--- src/rtl/msk_and_hpc3_stream.sv ---
// Streaming W-lane, d-share HPC3 masked AND with valid/ready on operands, randomness and result.
// Optional MSK_HPC3_IDLE_CLEAR_EN zeroes the share registers when a result retires with no new transfer.

`ifndef DEFAULTSHARES
`define DEFAULTSHARES 2
`endif

module msk_and_hpc3_stream #(
    parameter int d = `DEFAULTSHARES,
    parameter int W = 8
) (
    input  logic                   clk,
    input  logic                   rst_n,
    input  logic                   in_valid,
    output logic                   in_ready,
    input  logic [d*W-1:0]         ina,
    input  logic [d*W-1:0]         inb,
    input  logic                   rnd_valid,
    output logic                   rnd_ready,
    input  logic [W*d*(d-1)-1:0]   rnd,
    output logic                   out_valid,
    input  logic                   out_ready,
    output logic [d*W-1:0]         out
);

    localparam int RPL  = d * (d - 1);
    localparam int HALF = RPL / 2;

    logic fire;
    logic idle_clear;
    logic out_valid_reg;

    assign in_ready  = !out_valid_reg || out_ready;
    assign fire      = in_valid && rnd_valid && in_ready;
    assign rnd_ready = fire;
    assign out_valid = out_valid_reg;

`ifdef MSK_HPC3_IDLE_CLEAR_EN
    assign idle_clear = out_valid_reg && out_ready && !fire;
`else
    assign idle_clear = 1'b0;
`endif

    always_ff @(posedge clk or negedge rst_n) begin
        if (!rst_n) begin
            out_valid_reg <= 1'b0;
        end else if (fire) begin
            out_valid_reg <= 1'b1;
        end else if (out_ready) begin
            out_valid_reg <= 1'b0;
        end
    end

    genvar gi, gj, gl;

    for (gi = 0; gi < d; gi++) begin : g_share
        logic [W-1:0] a_in;
        logic [W-1:0] b_in;
        logic [W-1:0] ab_reg;
        logic [W-1:0] a_reg;
        logic [W-1:0] share_out;
        logic [W-1:0] term [d];

        assign a_in = ina[gi*W +: W];
        assign b_in = inb[gi*W +: W];

        always_ff @(posedge clk or negedge rst_n) begin
            if (!rst_n) begin
                ab_reg <= '0;
                a_reg  <= '0;
            end else if (fire) begin
                ab_reg <= a_in & b_in;
                a_reg  <= a_in;
            end else if (idle_clear) begin
                ab_reg <= '0;
                a_reg  <= '0;
            end
        end

        for (gj = 0; gj < d; gj++) begin : g_pair
            if (gj != gi) begin : g_cross
                // r[i][j] and r[j][i] share one bit: index by the ordered pair (lo, hi).
                localparam int LO  = (gi < gj) ? gi : gj;
                localparam int HI  = (gi < gj) ? gj : gi;
                localparam int IDX = LO * d - (LO * (LO + 1)) / 2 + (HI - 1 - LO);

                logic [W-1:0] r0;
                logic [W-1:0] r1;
                logic [W-1:0] b_other;
                logic [W-1:0] u_next;
                logic [W-1:0] w_next;
                logic [W-1:0] u_reg;
                logic [W-1:0] w_reg;

                for (gl = 0; gl < W; gl++) begin : g_lane
                    assign r0[gl] = rnd[gl*RPL + IDX];
                    assign r1[gl] = rnd[gl*RPL + HALF + IDX];
                end

                assign b_other = inb[gj*W +: W];
                assign u_next  = (~a_in & r0) ^ r1;
                assign w_next  = b_other ^ r0;

                // u and w stay as distinct flops per share pair so no glitch can
                // combine a randomness-free operand with its own mask.
                always_ff @(posedge clk or negedge rst_n) begin
                    if (!rst_n) begin
                        u_reg <= '0;
                        w_reg <= '0;
                    end else if (fire) begin
                        u_reg <= u_next;
                        w_reg <= w_next;
                    end else if (idle_clear) begin
                        u_reg <= '0;
                        w_reg <= '0;
                    end
                end

                assign term[gj] = u_reg ^ (a_reg & w_reg);
            end else begin : g_self
                assign term[gj] = '0;
            end
        end

        always_comb begin
            share_out = ab_reg;
            for (int j = 0; j < d; j++) begin
                share_out = share_out ^ term[j];
            end
        end

        assign out[gi*W +: W] = share_out;
    end

endmodule
--- config.mk ---
export PLATFORM = sky130hd
export DESIGN_NAME = msk_and_hpc3_stream
export DESIGN_NICKNAME = d
export VERILOG_FILES = /design/src/rtl/msk_and_hpc3_stream.sv
export SDC_FILE = /design/constraint.sdc
export NUM_CORES = 1
export LEC_CHECK = 0
export ABC_AREA = 1
export CORE_MARGIN = 2
export CORE_UTILIZATION = 56
export DETAILED_ROUTE_END_ITERATION = 10
export PLACE_DENSITY = 0.95
export REMOVE_ABC_BUFFERS = 1
export SYNTH_ARGS = -nofsm -noshare
export SYNTH_HDL_FRONTEND = slang
export SYNTH_SLANG_ARGS = --single-unit
--- constraint.sdc ---
create_clock -name clk -period 2.16 [get_ports clk]
set_input_delay 0.324 -clock clk [delete_from_list [all_inputs] [get_ports clk]]
set_output_delay 0.324 -clock clk [all_outputs]
set_load 0.005 [all_outputs]
==> impl_metrics.ini <==
[drt]
viasPerCell = 4.85
wl_met2_mm = 3.52
drcViolationCount = 0
num_vias = 3061
postRouteAntennaNets = 0
wl_met1_mm = 2.83
wire_per_inst_microns = 10.9
drt_iter0_drc = 167
dr_wl_met3_microns = 370
wl_mm = 6.87
dr.pass1.iters = 4
routed.top_layer = met4

[timing]
finalCritPeriodShare_pct = 90.1
fin_tns_setup_ns = 0
hold_viol_final = 0
rsz0062_at_grt = false
max_slew_margin_pct = 55.2
slew_viol_final = 0
worst_pin_slew_ns = 0.672
finalSetupViolCount = 0
layout_min_cycle_time_ns = 1.95
max_freq_mhz = 514
fin_worst_skew_ns = 0.00721

[floorplanning]
die_w_microns = 84.5
num_rows = 29
pin_count = 72
die_area_sq_um = 7140
chipHeight_microns = 84.5
core_area_sq_um = 6310
start_util_pct = 57.5

[critical_path]
reg2regPathDepth = 4
crit_required_ns = 1.84
rrSetupSlack_ns = 0.92
rr_endpoint = g_share[1].a_reg[4]
critPathLaunchType = flip-flop
worst_ep_arrival_time_ns = 1.62
worst_path_max_delay_cell = clkdlybuf4s50_1
cpLargestDelayFamily = buffers and inverters
critPathMaxFanout = 3
crit_top_cell = nand2_1
path_buf_inv = 1
reg2reg_from = out_valid
path_cells = xor2_1, nand2_1, nand2_1, clkdlybuf4s50_1
slowest_delay_ns = 0.49
crit_type = flip-flop to primary output
end_kind = primary output

[yosys]
synth_top_area_cell = dfrtp_1
yosysWarnings = 0
synth-compound-area-share_pct = 5.44
ys_types = 17
yosys-top-cells-area = dfrtp_1, nand2_1, xor2_1, inv_1, xnor2_1
ys_seq_elements = 65
synth_area_sq_um = 3630
synth_seq_area_share_pct = 44.8
synthMuxAreaShare_pct = 0
synth_top_family_by_area = simple AND/OR/NAND/NOR gates
avgSynthCellArea_sq_um = 7.49
synth-xor-area-share_pct = 11.6
synthAdderAreaFrac_pct = 0
synth_top_area_share_pct = 44.8
syn_inst = 485
synth-simple-area-share_pct = 29.9

[cts]
clockRootBuffer = clkbuf_8
h-tree-depth = 3
path_clk_slew_ns = 0.07
clock-sinks = 65
post-cts-setup-buffers = 0
cts-resized-gates = 0
cts_made_buffers = 9
cts_tree = yes
clk_path_buf_depth = 2
hold_buffers = 0
clk_latency_ns = 0.33

[placed_design]
placed_area_sq_um = 4340
gp_congestion = 0.821
portBuffers = 71
dp_hpwl_mm = 5.06

[final_layout]
area_delta_synth_final_pct = 25.3
antenna_cells = 0
regArea_sq_um = 1630
n_fill_cell = 504
drive_gt1_share_pct = 6.86
nNetsFinal = 602
stdcell_area_sq_um = 4550
multi_input_area_sq_um = 1700

[grt]
antenna_found_initial = 0
grt_max_degree = 97
grt_overflow_total = 0
grt_pass1_vias = 2931
grt_pass1_wl_mm = 11.8
grt_usage_pct = 20.2

[pwr]
worst_ir_drop_vdd_v = 0.000599
power_mw = 3.57
power.density_nw_per_um2 = 786
leakagePower_nw = 2.48

[status]
status = complete, no violations

[flow_run]
maxCapViolCount = 0

[min_path]
hold_class = primary input to asynchronous set/reset pin
==> placed cells by master (no fill, tap or decap), drive strengths merged <==
cell,netlist,routed
clkbuf,10,14
bufinv,0,1
xor2,32,32
inv,43,43
clkdlybuf4s50,0,70
xnor2,16,16
dfrtp,65,65
nand3,16,16
clkinv,0,1
buf,11,4
nand2,260,260
o21ai,32,32
==> stage by stage <==
stage               hold WS (ns)  util (%)  setup WS [ns]  instances
finish                    0.0222      72.1          0.214        631
global route              0.0785      72.1          0.148        631
CTS                       0.0465      72.1          0.215        631
detailed placement         0.402      68.8          0.273        615
global placement           0.396      68.8          0.275        615
floorplan                 0.0284         -          0.467        464
==> how the worst max path moves through the flow <==
stage,cells past startpoint,to,start,slack [ns]
global route,4,out[2],g_share[0].g_pair[1].g_cross.u_reg[2],0.15
floorplan,3,rnd_ready,out_valid,0.47
CTS,4,out[2],g_share[0].g_pair[1].g_cross.u_reg[2],0.21
finish,4,out[2],g_share[0].g_pair[1].g_cross.u_reg[2],0.21
global placement,6,rnd_ready,in_valid,0.28
detailed placement,6,rnd_ready,in_valid,0.27
==> metal layers <==
layer  vias to the layer above  global-route usage, %
li1                       1580                      -
met1                      1396                   22.3
met2                        69                   37.0
met3                        16                   4.42
met4                         0                   9.38
met5                         -                      0
==> synth_stat cells, drive strengths merged <==
cell    number
nand2      260
dfrtp       65
inv         43
o21ai       32
xor2        32
nand3       16
xnor2       16
buf         11
clkbuf      10
==> logic make-up (layout without fill, tap and decap cells) <==
kind of cell / after synthesis / in the layout
AO/OA/AOI/OAI: 32 / 32
flip-flops: 65 / 65
XOR/XNOR: 48 / 48
AND/OR/NAND/NOR: 276 / 276
buffers and inverters: 64 / 133
==> final cells by class <==
class	count	area share, %
clock inverters	2	0.770
repair buffers	74	16.6
clock buffers	14	3.80
multi-input cells	356	37.5
well taps	77	2.12
flip-flops and latches	65	35.8
inverters	43	3.55
==> power by group <==
group	internal [mW]	total [mW]	switching (mW)	leakage, nW
Sequential	1.41	1.56	0.156	0.816
Combinational	0.528	0.961	0.432	1.56
Clock	0.627	1.05	0.422	0.107
Note: power is estimated with default switching activity, not from simulation.
